[config.mk]
export PLATFORM = sky130hd
export DESIGN_NAME = ddr3_prbs_tester_flat
export DESIGN_NICKNAME = d
export VERILOG_FILES = /design/src/rtl/ddr3_prbs_tester_if.sv /design/src/rtl/ddr3_prbs_tester.sv /design/src/flat_wrapper.sv
export SDC_FILE = /design/constraint.sdc
export NUM_CORES = 1
export LEC_CHECK = 0
export BUFFER_PORTS_ARGS = -buffer_cell sky130_fd_sc_hd__clkbuf_2
export CORE_MARGIN = 2
export CORE_UTILIZATION = 35
export DETAILED_ROUTE_END_ITERATION = 8
export PLACE_DENSITY_LB_ADDON = 0.08
export SYNTH_ARGS = -nofsm -noshare
export SYNTH_HDL_FRONTEND = slang
export SYNTH_SLANG_ARGS = --single-unit
[constraint.sdc]
create_clock -name i_clk_50m -period 13.5 [get_ports i_clk_50m]
set_input_delay 2.025 -clock i_clk_50m [delete_from_list [all_inputs] [get_ports i_clk_50m]]
set_output_delay 2.025 -clock i_clk_50m [all_outputs]
set_load 0.01 [all_outputs]
[src/rtl/ddr3_prbs_tester_if.sv]
// User-side DDR3 application port: write-data push and read-data request/return.
interface ddr3_prbs_tester_if;
    logic        wr_en;
    logic [15:0] wr_data;
    logic        rd_en;
    logic [15:0] rd_data;

    modport master (output wr_en, wr_data, rd_en, input rd_data);
    modport slave  (input wr_en, wr_data, rd_en, output rd_data);
endinterface

[src/rtl/ddr3_prbs_tester.sv]
// PRBS write/readback tester for the DDR3 user port: writes NUM_WORDS LFSR words,
// waits for the flush, reads them back, compares, and repeats with a per-pass seed.
module ddr3_prbs_tester #(
    parameter logic [27:0] NUM_WORDS = 28'd5120,
    parameter logic [15:0] WAIT_CYC  = 16'd2000,
    parameter logic [1:0]  RD_LAT    = 2'd1,
    parameter logic [15:0] SEED      = 16'hACE1,
    parameter logic [15:0] ERR_MAX   = 16'hFFFF
) (
    input  logic                       i_clk_50m,
    input  logic                       i_rst,
    input  logic                       i_ddr3_init_done,
    ddr3_prbs_tester_if.master         io_app,
    output logic                       o_error_flag,
    output logic [15:0]                o_err_cnt,
    output logic [27:0]                o_first_err_idx,
    output logic [15:0]                o_pass_cnt,
    output logic                       o_busy
);
    localparam logic [2:0] S_IDLE  = 3'd0;
    localparam logic [2:0] S_WRITE = 3'd1;
    localparam logic [2:0] S_WAIT  = 3'd2;
    localparam logic [2:0] S_READ  = 3'd3;
    localparam logic [2:0] S_DRAIN = 3'd4;
    localparam logic [2:0] S_DONE  = 3'd5;

    localparam int unsigned LAT = {30'd0, RD_LAT};

    function automatic logic [15:0] f_lfsr_next(input logic [15:0] s);
        return {s[14:0], s[15] ^ s[13] ^ s[12] ^ s[10]};
    endfunction

    function automatic logic [15:0] f_seed(input logic [15:0] pc);
        logic [15:0] s;
        s = SEED ^ pc;
        return (s == '0) ? 16'hACE1 : s;
    endfunction

    logic           r_init_meta, r_init_sync;
    logic [2:0]     r_state;
    logic [27:0]    r_idx, r_cmp_idx, r_first_err_idx;
    logic [15:0]    r_wait_cnt;
    logic [1:0]     r_drain_cnt;
    logic [15:0]    r_gen_lfsr, r_chk_lfsr;
    logic [LAT-1:0] r_rd_pipe;
    logic           r_wr_en, r_rd_en, r_error_flag;
    logic [15:0]    r_wr_data, r_err_cnt, r_pass_cnt;

    logic [LAT-1:0] w_pipe_next;
    logic           w_abort, w_cmp_fire, w_mismatch;
    logic [15:0]    w_pass_seed;

    always_comb begin
        w_pipe_next    = '0;
        w_pipe_next[0] = r_rd_en;
        for (int unsigned i = 1; i < LAT; i++) begin
            w_pipe_next[i] = r_rd_pipe[i-1];
        end
    end

    // DONE already belongs to the next pass, so its seed comes from the incremented count
    assign w_pass_seed = f_seed((r_state == S_DONE) ? r_pass_cnt + 16'd1 : r_pass_cnt);
    assign w_abort     = !r_init_sync && (r_state != S_IDLE);
    assign w_cmp_fire  = r_rd_pipe[LAT-1] && !w_abort;
    assign w_mismatch  = w_cmp_fire && (io_app.rd_data != r_chk_lfsr);

    always_ff @(posedge i_clk_50m or posedge i_rst) begin
        if (i_rst) begin
            r_init_meta     <= 1'b0;
            r_init_sync     <= 1'b0;
            r_state         <= S_IDLE;
            r_idx           <= '0;
            r_cmp_idx       <= '0;
            r_first_err_idx <= '0;
            r_wait_cnt      <= '0;
            r_drain_cnt     <= '0;
            r_gen_lfsr      <= SEED;
            r_chk_lfsr      <= SEED;
            r_rd_pipe       <= '0;
            r_wr_en         <= 1'b0;
            r_rd_en         <= 1'b0;
            r_wr_data       <= '0;
            r_error_flag    <= 1'b0;
            r_err_cnt       <= '0;
            r_pass_cnt      <= '0;
        end else begin
            r_init_meta <= i_ddr3_init_done;
            r_init_sync <= r_init_meta;
            r_rd_pipe   <= w_abort ? '0 : w_pipe_next;

            if (w_cmp_fire) begin
                r_chk_lfsr <= f_lfsr_next(r_chk_lfsr);
                r_cmp_idx  <= r_cmp_idx + 28'd1;
            end
            if (w_mismatch) begin
                r_error_flag <= 1'b1;
                if (r_err_cnt != ERR_MAX) r_err_cnt <= r_err_cnt + 16'd1;
                if (r_err_cnt == '0)      r_first_err_idx <= r_cmp_idx;
            end

            if (w_abort) begin
                r_state <= S_IDLE;
                r_wr_en <= 1'b0;
                r_rd_en <= 1'b0;
            end else begin
                case (r_state)
                    S_IDLE, S_DONE: begin
                        if (r_state == S_DONE || r_init_sync) begin
                            if (r_state == S_DONE) r_pass_cnt <= r_pass_cnt + 16'd1;
                            r_state    <= S_WRITE;
                            r_wr_en    <= 1'b1;
                            r_wr_data  <= w_pass_seed;
                            r_gen_lfsr <= f_lfsr_next(w_pass_seed);
                            r_chk_lfsr <= w_pass_seed;
                            r_idx      <= '0;
                            r_cmp_idx  <= '0;
                        end
                    end
                    S_WRITE: begin
                        if (r_idx == NUM_WORDS - 28'd1) begin
                            r_wr_en    <= 1'b0;
                            r_state    <= S_WAIT;
                            r_wait_cnt <= '0;
                        end else begin
                            r_wr_data  <= r_gen_lfsr;
                            r_gen_lfsr <= f_lfsr_next(r_gen_lfsr);
                            r_idx      <= r_idx + 28'd1;
                        end
                    end
                    S_WAIT: begin
                        if (r_wait_cnt == WAIT_CYC - 16'd1) begin
                            r_state <= S_READ;
                            r_rd_en <= 1'b1;
                            r_idx   <= '0;
                        end else begin
                            r_wait_cnt <= r_wait_cnt + 16'd1;
                        end
                    end
                    S_READ: begin
                        if (r_idx == NUM_WORDS - 28'd1) begin
                            r_rd_en     <= 1'b0;
                            r_state     <= S_DRAIN;
                            r_drain_cnt <= '0;
                        end else begin
                            r_idx <= r_idx + 28'd1;
                        end
                    end
                    S_DRAIN: begin
                        if (r_drain_cnt == RD_LAT - 2'd1) r_state <= S_DONE;
                        else                               r_drain_cnt <= r_drain_cnt + 2'd1;
                    end
                    default: r_state <= S_IDLE;
                endcase
            end
        end
    end

    assign io_app.wr_en    = r_wr_en;
    assign io_app.wr_data  = r_wr_data;
    assign io_app.rd_en    = r_rd_en;
    assign o_error_flag    = r_error_flag;
    assign o_err_cnt       = r_err_cnt;
    assign o_first_err_idx = r_first_err_idx;
    assign o_pass_cnt      = r_pass_cnt;
    assign o_busy          = (r_state == S_WRITE) || (r_state == S_WAIT) ||
                             (r_state == S_READ)  || (r_state == S_DRAIN);
endmodule
[src/flat_wrapper.sv]
// flat-port wrapper written by rule: the top's interface ports become plain ports
module ddr3_prbs_tester_flat 
#(
    parameter logic [27:0] NUM_WORDS = 28'd5120,
    parameter logic [15:0] WAIT_CYC  = 16'd2000,
    parameter logic [1:0]  RD_LAT    = 2'd1,
    parameter logic [15:0] SEED      = 16'hACE1,
    parameter logic [15:0] ERR_MAX   = 16'hFFFF
)
  (i_clk_50m, i_rst, i_ddr3_init_done, o_error_flag, o_err_cnt, o_first_err_idx, o_pass_cnt, o_busy, io_app_wr_en, io_app_wr_data, io_app_rd_en, io_app_rd_data);
  ddr3_prbs_tester_if io_app_i ();
  input  logic i_clk_50m;
  input  logic i_rst;
  input  logic i_ddr3_init_done;
  output logic o_error_flag;
  output logic [15:0] o_err_cnt;
  output logic [27:0] o_first_err_idx;
  output logic [15:0] o_pass_cnt;
  output logic o_busy;
  output wire logic [$bits(io_app_i.wr_en)-1:0] io_app_wr_en;
  output wire logic [$bits(io_app_i.wr_data)-1:0] io_app_wr_data;
  output wire logic [$bits(io_app_i.rd_en)-1:0] io_app_rd_en;
  input wire logic [$bits(io_app_i.rd_data)-1:0] io_app_rd_data;
  assign io_app_wr_en = io_app_i.wr_en;
  assign io_app_wr_data = io_app_i.wr_data;
  assign io_app_rd_en = io_app_i.rd_en;
  assign io_app_i.rd_data = io_app_rd_data;
  ddr3_prbs_tester #(.NUM_WORDS(NUM_WORDS), .WAIT_CYC(WAIT_CYC), .RD_LAT(RD_LAT), .SEED(SEED), .ERR_MAX(ERR_MAX)) u_core (.i_clk_50m(i_clk_50m), .i_rst(i_rst), .i_ddr3_init_done(i_ddr3_init_done), .io_app(io_app_i), .o_error_flag(o_error_flag), .o_err_cnt(o_err_cnt), .o_first_err_idx(o_first_err_idx), .o_pass_cnt(o_pass_cnt), .o_busy(o_busy));
endmodule
==> impl_results.md, run 1 <==
* Status: complete, no violations
* Remaining DRCs at 0
* Leak at 4.79 nW
* Die height at 166 um
* Gate Count Post-Synth at 928
* Net Count, Synth at 954
* Die X-Extent at 166 um
* Core box area at 25800 sq um
* Most numerous cell in the Yosys netlist: dfrtp_1
* CP max stage delay at 0.78 ns
* Pin count of the biggest net entering global routing at 122
* Synth top area cells: dfrtp_1 (46%), xor2_1 (7.7%), nand2_1 (4.9%), xnor2_1 (4.7%), dfstp_2 (4.6%)
* Setup bufs post-CTS at 0
* Initial antenna violation count at 0
* Max-slew violations at 0
* Final hold vios at 0
* Clk slew on worst S/H paths at 0.07 ns
* Reg-to-Reg Start: u_core.r_state[1]
* Final setup violating endpoints at 0
* Clock Sinks at 183
* Worst Hold Class: reg2reg
* Cell taking the most area after synthesis: dfrtp_1
* Synth Flop Type: dfrtp_1
* CTS tree: done
* Placed Cells incl. Taps at 1318
* I/O Pins at 99
* Maximum clock frequency at 264 MHz
* WP data arrival at 1.77 ns
* Post-CTS Hold Buffers at 0
* Fin area at 10500 sq um
* Post-Layout Cell Count at 1350
* Most frequent cells after synthesis: dfrtp_1 (167), nand2_1 (119), nor2_1 (112)
* Family with the most delay on the worst path: flip-flops
* Synth Area per Inst at 9.87 sq um
* YS warnings at 0
* Vias in the first global route at 6804
* Crit share post-route at 28.1%
* Final ANT Viol Nets at 0
* Critical Path, Cell by Cell: nor3_2, nor2_1, clkbuf_2
* DRT iter0 DRCs at 445
* FP Rows at 59
* Yosys top cell area share at 45.6%
* First-pass GRT wire length at 37200 um
* RSZ-0062 raised after global routing: no
* Max layer used: met4
* Post-synth EDFFs at 0
* Htree depth at 4
* Async set-or-reset flop fraction in the synthesized netlist at 100%
* Met3 routed wirelength at 750 um
* Via count at 6733
* Worst clock skew at 0.0168 ns
* I/O Buffers at 98
* VDD IR max at 0.0000610 V
* Num CTS Buffers at 17
* Hold Path Depth at 0
* Critical hold path startpoint: u_core.r_init_meta
* CP Depth at 3
* Critical path class: reg2out
* Cell area after synthesis at 9160 sq um
* DR pass1 iterations at 4
* Netlist cell types at 58
* Synth-to-layout area growth at 14.5%
* Initial Util at 35.4%
* WP data required at 11.48 ns
* Power, Total at 0.00121 W
* Routed met2 length at 9690 um
* FF-to-FF path depth at 8
* Number of synthesized register bits at 183
* Final WL at 21800 um
* Grt ovf at 0
* Gates resized, CTS repair at 0
* CP bufs+invs at 1
* CP Launch Point: u_core.r_state[1]
* Critical Path Slowest Stage Cell: dfrtp_1
* Die area at 27500 sq um
* Final setup margin at 9.71 ns
* Worst setup EP type: output port
* Worst Setup Start Kind: flop
* NumNets Final at 1028
* Fin Setup TNS at 0 ns
* GRT Total Usage at 16.6%
* N_diodes at 0
* MaxCap Viol Count at 0
* Worst-case clock buffer depth at 2
* Power per Cell Area at 115 nW/um^2
* Clk_lat worst skew at 0.43 ns
* Part of the Yosys area used for sequential elements at 50.2%
* Rel. slew slack at 30.9%
* Placement Setup Slack at 9.69 ns
* Dpl hpwl at 14900 um
* Worst-Margin Slew at 1.02 ns
* Share of layout cells above drive strength 1 at 19.4%
* Period minus WS final at 3.79 ns
* DP Area at 9880 sq um
* RePlAce Congestion at 0.755
* Met1 WL at 11100 um
* DR vias/cell at 4.99
* Clk root buf: clkbuf_16
* WL/cell at 16.1 um
* Crit path max fanout at 23
[logic make-up after synthesis]
group                      count (synthesis)  share of synthesized area, %
xor gates and xnor gates                 129                          12.3
muxes                                     31                          3.77
buffers and inverters                     63                          3.22
and+or+nand+nor                          409                          22.0
adders and majority gates                  7                         0.956
DFF                                      183                          50.2
AOI/OAI and AO/OA                        106                          7.53
[registers in the layout (all words and copies together) (netlist names)]
register and count:
u_core.r_init_sync 1, u_core.o_first_err_idx 28, u_core.io_app.rd_en 1, u_core.r_rd_pipe 1
u_core.r_chk_lfsr 16, u_core.r_cmp_idx 28, u_core.r_gen_lfsr 8, u_core.r_wait_cnt 16
u_core.r_idx 28, u_core.r_init_meta 1, u_core.r_drain_cnt 2, u_core.o_pass_cnt 16
u_core.o_err_cnt 16, u_core.o_error_flag 1, u_core.r_state 3, u_core.io_app.wr_data 16
u_core.io_app.wr_en 1
[through the flow]
step | utilization (%) | hold WS, ns
detailed placement | 38.3 | 0.337
global route | 40.6 | 0.353
floorplan | - | 0.331
global placement | 38.3 | 0.341
CTS | 40.6 | 0.354
finish | 40.6 | 0.350
[layout by cell type (no fill, tap or decap), types with 19 or more instances in the layout]
master | synthesis | final
o21ai_0 | 19 | 19
clkbuf_2 | 0 | 98
mux2_2 | 28 | 28
xor2_1 | 80 | 80
nand2_1 | 119 | 119
xnor2_1 | 49 | 49
and3_1 | 26 | 25
nand3_1 | 41 | 41
nand4_1 | 32 | 32
nor2_1 | 112 | 112
dfrtp_1 | 167 | 167
a21oi_1 | 35 | 35
[power by group]
group          leakage (nW)  switching, W  internal, W
Combinational          2.11     0.0000649    0.0000380
Clock                 0.291      0.000238     0.000270
Sequential             2.39     0.0000248     0.000570
Total                  4.79      0.000327     0.000878
[final timing paths]
check	end	slack, ns
worst max-delay path	o_busy	9.71
worst min-delay path	u_core.r_init_sync	0.35
worst max register to register	u_core.io_app.wr_data[6]	9.97
worst min register to register	u_core.r_init_sync	0.35
max in group asynchronous	u_core.o_err_cnt[15]	10.41
min in group asynchronous	u_core.r_idx[26]	1.78
[final cells by class]
cell class              instances  area, sq um
inverters                      14         60.1
clock buffers                  19          443
flip-flops and latches        183         4600
repair buffers                104          536
fillers                      2619        15400
well taps                     335          419
clock inverters                13          154
multi-input cells             682         4270
[layer usage]
metal  vias to the layer above  GRT usage (%)
li1                       3334              -
met1                      3275           24.1
met2                       105           25.2
met3                        19           3.12
met4                         0           4.84
met5                         -              0
[worst reg2reg max path, cell delays in order, from the launching register on]
cell,delay (ns)
dfrtp_1,0.63
and3b_1,0.59
nand3_1,0.22
xnor2_1,0.57
nand3_1,0.15
nor3b_1,0.25
a41oi_1,0.48
buf_4,0.38
a21oi_1,0.18
No activity file was read; power rests on OpenSTA's default activity.
==> run 2: changes to the inputs <==
ABC_AREA = 1   (was unset)
clock period = 3.2 ns   (was 13.5 ns; I/O delays follow)
==> impl_results.md, run 2 <==
* Comb power frac at 31.2% (+23 points)
* Fin Setup TNS at 0 ns (unchanged)
* Period minus WS final at 2.50 ns
* Gate Count Post-Synth at 1203 (+30%)
* Gates resized, CTS repair at 0 (unchanged)
* Main combinational cell family by area after synthesis: simple AND/OR/NAND/NOR gates
* Worst clock skew at 0.0121 ns (-0.00472 ns)
* Cell taking the most area after synthesis: dfrtp_1
* First-pass GRT wire length at 41600 um (+12%)
* WL/cell at 14.9 um (-7.5%)
* I/O Buffers at 98 (unchanged)
* Most frequent cells after synthesis: nand2_1 (245), dfrtp_1 (167), inv_1 (142)
* Clk root buf: clkbuf_16
* Min Hold Slack at 0.0382 ns (-0.312 ns)
* Part of the Yosys area used for sequential elements at 47.4% (-2.8 points)
* Yosys top cell area share at 43.1% (-2.5 points)
* Die X-Extent at 170 um (+2.8%)
* Synth top area cells: dfrtp_1 (43%), nand2_1 (9.5%), o21ai_0 (6.0%), inv_1 (5.5%), nor2_1 (4.7%)
* P_sw at 0.00287 W (+780%)
* Clk_lat worst skew at 0.44 ns (about the same)
* Post-synth EDFFs at 0 (unchanged)
* Post-synthesis mux area share at 1.61% (-2.2 points)
* N_diodes at 0 (unchanged)
* Synth-to-layout area growth at 15.5%
* Commonest non-fill, non-tap cell in the layout: nand2_1
* DR pass1 iterations at 5 (+1)
* Final ANT Viol Nets at 0 (unchanged)
* Net Count, Synth at 1229 (+29%)
* Crit share post-route at 78.2%
* Synth Area per Inst at 8.06 sq um (-18%)
* Number of synthesized register bits at 183 (unchanged)
* Synth Area in Compound Gates at 11.8% (+4.3 points)
* Share of total power in the clock network at 27.8% (-14 points)
* Netlist cell types at 52 (-10%)
* Max-slew violations at 0 (unchanged)
* Most numerous cell in the Yosys netlist: nand2_1
* Power per Cell Area at 674 nW/um^2 (+490%)
* DRT iter0 DRCs at 445 (unchanged)
* FP Rows at 60 (+1.7%)
* GRT Total Usage at 18.0% (+1.4 points)
* Final hold vios at 0 (unchanged)
* Xor/xnor cell area share of the yosys netlist at 5.33% (-7.0 points)
* Initial Util at 35.8% (+0.34 points)
* Worst setup EP type: flop
* Post-CTS Hold Buffers at 0 (unchanged)
* Worst Setup Start Kind: flop
* Num CTS Buffers at 17 (unchanged)
* Crit path max fanout at 12 (-48%)
* Clock Sinks at 183 (unchanged)
* Most frequent cells in the layout: nand2_1 (245), dfrtp_1 (167), inv_1 (141), nor2_1 (120), o21ai_0 (117)
* Synth Flop Type: dfrtp_1
* Async set-or-reset flop fraction in the synthesized netlist at 100% (unchanged)
* Via count at 8181 (+22%)
* Worst-Margin Slew at 0.633 ns (-0.390 ns)
* Clk slew on worst S/H paths at 0.07 ns (about the same)
* Seq pwr share at 41.0% (-8.4 points)
* NumNets Final at 1324 (+29%)
* Simple-Gate Fraction of Synth Area at 25.4% (+3.5 points)
* Sw frac at 38.0% (+11 points)
* Grt ovf at 0 (unchanged)
* P_int at 0.00468 W (+430%)
* VDD IR max at 0.000322 V (+430%)
* Die area at 29100 sq um (+5.8%)
* Post-Synth Adder-Cell Area at 0.903% (-0.053 points)
* Final WL at 25100 um (+15%)
* Rel. slew slack at 57.4% (+27 points)
* Vias in the first global route at 7865 (+16%)
* WP data arrival at 2.87 ns (+1.10 ns)
* RSZ-0062 raised after global routing: no
* Worst-case clock buffer depth at 2 (unchanged)
* Final setup violating endpoints at 0 (unchanged)
* Remaining DRCs at 0 (unchanged)
* I/O Pins at 99 (unchanged)
* Status: complete, no violations
* Core box area at 27100 sq um (+4.9%)
* Leak at 5.18 nW (+8.3%)
* Initial antenna violation count at 0 (unchanged)
* Share of layout cells above drive strength 1 at 15.6% (-3.8 points)
* RePlAce Congestion at 0.866 (+15%)
* Cell area after synthesis at 9700 sq um (+5.9%)
* MaxCap Viol Count at 0 (unchanged)
* Setup bufs post-CTS at 0 (unchanged)
* Fillers at 2819 (+7.6%)
* YS warnings at 0 (unchanged)
* WP data required at 3.56 ns (-7.92 ns)
* CTS tree: done
* Critical path class: reg2reg
* Die height at 170 um (+2.8%)
* Maximum clock frequency at 400 MHz
* Pin count of the biggest net entering global routing at 67 (-45%)
* DR vias/cell at 4.86 (-2.5%)
* Worst Hold Class: in2async
* Dpl hpwl at 18400 um (+24%)
* Htree depth at 4 (unchanged)
[run 2: metrics by stage]
stage | utilization (%) | cell area, sq um | total power (W) | setup WS (ns) | std cells
after floorplan | - | 9700 | 0.00477 | 0.383 | 1203
after global placement | 39.2 | 10600 | 0.00552 | 0.689 | 1651
after detailed placement | 39.2 | 10600 | 0.00552 | 0.686 | 1651
after CTS | 41.3 | 11200 | 0.00768 | 0.667 | 1683
after global routing | 41.3 | 11200 | 0.00811 | 0.436 | 1683
final | 41.3 | 11200 | 0.00755 | 0.699 | 1683
[run 2: kinds of logic (layout without fill, tap and decap cells)]
kind of cell,Yosys count,after routing
compound gates,212,212
xor+xnor,59,59
mux,14,14
flops,183,183
simple gates,546,546
fa+ha+maj,7,7
buf+inv,182,290
[run 2: worst paths after layout]
check                                             end  cells past startpoint            startpoint  slack (ns)
max                                  u_core.r_idx[20]                     12  u_core.r_wait_cnt[0]        0.70
min                        u_core.o_first_err_idx[24]                      2                 i_rst        0.04
max reg2reg                          u_core.r_idx[20]                     12  u_core.r_wait_cnt[0]        0.70
min reg2reg                        u_core.r_init_sync                      0    u_core.r_init_meta        0.35
max in group asynchronous   u_core.o_first_err_idx[4]                      3                 i_rst        2.28
min in group i_clk_50m             u_core.r_init_meta                      1      i_ddr3_init_done        0.16
[run 2: cell type report]
| class | count | area [sq um] | area share, % |
|---|---|---|---|
| sequential | 183 | 4600 | 41.0 |
| multi-input combinational | 838 | 4380 | 39.1 |
| timing repair buffer | 112 | 621 | 5.54 |
| inverter | 146 | 554 | 4.95 |
| clock buffer | 21 | 470 | 4.20 |
| tap | 372 | 465 | 4.15 |
| clock inverter | 11 | 115 | 1.03 |
[run 2: worst max-delay path, stage by stage (launching register included)]
cell and delay (ns):
dfrtp_1 0.35, ha_1 0.18, inv_1 0.07, nor3_2 0.29
nand4_1 0.14, nand2_1 0.09, inv_1 0.08, nor2_1 0.13
nand3_2 0.22, inv_1 0.38, nand3_1 0.15, or2_0 0.23
a21oi_1 0.12
[run 2: metal layers]
layer	track usage (%)	wire length [um]	vias to the layer above
li1	-	-	4157
met1	25.6	12400	3870
met2	28.3	11500	137
met3	3.14	887	17
met4	4.76	319	0
met5	0	0	-
[run 2: power by group through the flow]
stage / combinational, W / clock, W / sequential, W
2_1_floorplan: 0.00168 / 0 / 0.00309
3_3_place_gp: 0.00238 / 0 / 0.00314
3_5_place_dp: 0.00237 / 0 / 0.00314
4_1_cts: 0.00239 / 0.00218 / 0.00310
5_1_grt: 0.00269 / 0.00226 / 0.00315
6_report: 0.00236 / 0.00210 / 0.00309
==> run 3: changes to the inputs <==
ABC_AREA = 0   (was 1)
clock period = 2.1 ns   (was 3.2 ns; I/O delays follow)
==> impl_results.md, run 3 (same netlist as run 1, synthesis figures left out) <==
* Clk_lat worst skew at 0.43 ns (about the same)
* Leak at 5.86 nW (+13%)
* Placed Cells incl. Taps at 1462 (-11%)
* RSZ-0062 raised after global routing: yes
* Worst clock skew at 0.0151 ns (+0.00305 ns)
* I/O Buffers at 98 (unchanged)
* Final setup violating endpoints at 82 (+82)
* Initial Util at 35.4% (-0.34 points)
* Clk slew on worst S/H paths at 0.07 ns (about the same)
* Violated checks: negative setup slack
* DR vias/cell at 4.99 (+2.6%)
* Die height at 166 um (-2.8%)
* Power, Total at 0.00838 W (+11%)
* N_diodes at 0 (unchanged)
* Remaining DRCs at 0 (unchanged)
* Vias in the first global route at 7494 (-4.7%)
* Commonest non-fill, non-tap cell in the layout: dfrtp_1
* Share of layout cells above drive strength 1 at 38.2% (+23 points)
* Via count at 7614 (-6.9%)
* Period minus WS final at 2.40 ns (-0.102 ns)
* Die X-Extent at 166 um (-2.8%)
* Synth-to-layout area growth at 37.8%
* RePlAce Congestion at 0.773 (-11%)
* Fillers at 2472 (-12%)
* Final ANT Viol Nets at 0 (unchanged)
* FF-to-FF path depth at 7 (-5)
* FP Rows at 59 (-1.7%)
* Core box area at 25800 sq um (-4.7%)
* NumNets Final at 1204 (-9.1%)
* Most frequent cells in the layout: dfrtp_1 (166), buf_4 (147), nand2_1 (112), nor2_1 (104), clkbuf_2 (98)
* Pin count of the biggest net entering global routing at 95 (+42%)
* VDD IR max at 0.000464 V (+44%)
* Clock Sinks at 183 (unchanged)
* WP data required at 2.40 ns (-1.16 ns)
* Power per Cell Area at 664 nW/um^2 (-1.5%)
* Worst Hold Class: in2async
* First-pass GRT wire length at 39600 um (-4.8%)
* Die area at 27500 sq um (-5.4%)
* Final setup margin at -0.299 ns (-0.998 ns)
* Maximum clock frequency at 417 MHz (+4.2%)
* I/O Pins at 99 (unchanged)
* Dpl hpwl at 16700 um (-9.3%)
* Crit path max fanout at 5 (-7)
* DRT iter0 DRCs at 409 (-8.1%)
* Sequential cell area at 4600 sq um (about the same)
* Worst Setup Start Kind: flop
* Fin area at 12600 sq um (+13%)
* Rel. slew slack at 65.1% (+7.7 points)
* Worst-case clock buffer depth at 2 (unchanged)
* Initial antenna violation count at 0 (unchanged)
* DP Area at 11200 sq um (+5.0%)
* WP data arrival at 2.70 ns (-0.17 ns)
* DR pass1 iterations at 4 (-1)
* CTS tree: done
* Worst-Margin Slew at 0.520 ns (-0.113 ns)
* Grt ovf at 0 (unchanged)
* MaxCap Viol Count at 0 (unchanged)
* Worst setup EP type: flop
* Max-slew violations at 0 (unchanged)
* Critical path class: reg2reg
* Status: finished with violations
* Final hold vios at 0 (unchanged)
* Clk root buf: clkbuf_16
* Multi-input gate area at 4840 sq um (+10%)
* WL/cell at 16.1 um (+7.7%)
* Htree depth at 4 (unchanged)
* Num CTS Buffers at 17 (unchanged)
* Crit share post-route at 114% (+36 points)
* Placement Setup Slack at -0.322 ns (-1.01 ns)
* Final WL at 24500 um (-2.3%)
* Post-Layout Cell Count at 1526 (-9.3%)
* GRT Total Usage at 17.6% (-0.38 points)
==> run 3: what timing repair did <==
item	in CTS	in global routing
setup endpoints to repair	94	144
gates resized for setup	33	88
setup buffers	6	18
endpoints found under the hold margin	1	0
pin swaps	33	60
hold buffers	1	0
cloned	2	5
==> run 3: metrics by stage <==
step                      TNS [ns]  utilization (%)  hold WS, ns
after floorplan             -98.84                -        0.331
after global placement      -14.75             43.2        0.346
after detailed placement    -15.52             43.2        0.338
after CTS                   -13.74             46.4       0.0656
after global routing        -23.55             48.8       0.0861
final                       -14.31             48.8       0.0409
==> run 3: final cells by class <==
cell class	instances	share of cell area (%)
clock buffers	20	3.46
clock inverters	12	1.68
inverters	14	0.446
multi-input cells	684	38.3
flip-flops and latches	183	36.5
well taps	335	3.32
repair buffers	278	16.3
==> run 3: worst paths after layout <==
path / from / end / slack (ns)
setup / recovery: u_core.r_idx[14] / u_core.r_idx[2] / -0.30
min in group i_clk_50m: u_core.r_init_meta / u_core.r_init_sync / 0.36
max in group asynchronous: i_rst / u_core.r_idx[26] / 1.64
hold / removal: i_rst / u_core.r_cmp_idx[7] / 0.04
setup reg to reg: u_core.r_idx[14] / u_core.r_idx[2] / -0.30
hold reg to reg: u_core.r_init_meta / u_core.r_init_sync / 0.36
==> run 3: worst max-delay path, cell delays in order, from the launching register on <==
cell and delay, ns:
dfrtp_1 0.38, or4_4 0.56, nor4_4 0.41, a31oi_4 0.21, nand3b_1 0.29, buf_6 0.18
a32oi_1 0.16, o31ai_1 0.09
==> run 3: per-layer routing <==
metal	wire length (um)	track usage, %
met3	776	3.29
met4	269	4.50
met5	0	0
met1	12100	26.0
met2	11400	26.7
==> run 3: where the power goes <==
group | switching, W | total (W) | internal (W) | leakage (nW)
Clock | 0.00146 | 0.00360 | 0.00214 | 0.308
Combinational | 0.000557 | 0.000998 | 0.000441 | 3.16
Sequential | 0.000114 | 0.00378 | 0.00367 | 2.39
Total | 0.00213 | 0.00838 | 0.00625 | 5.86
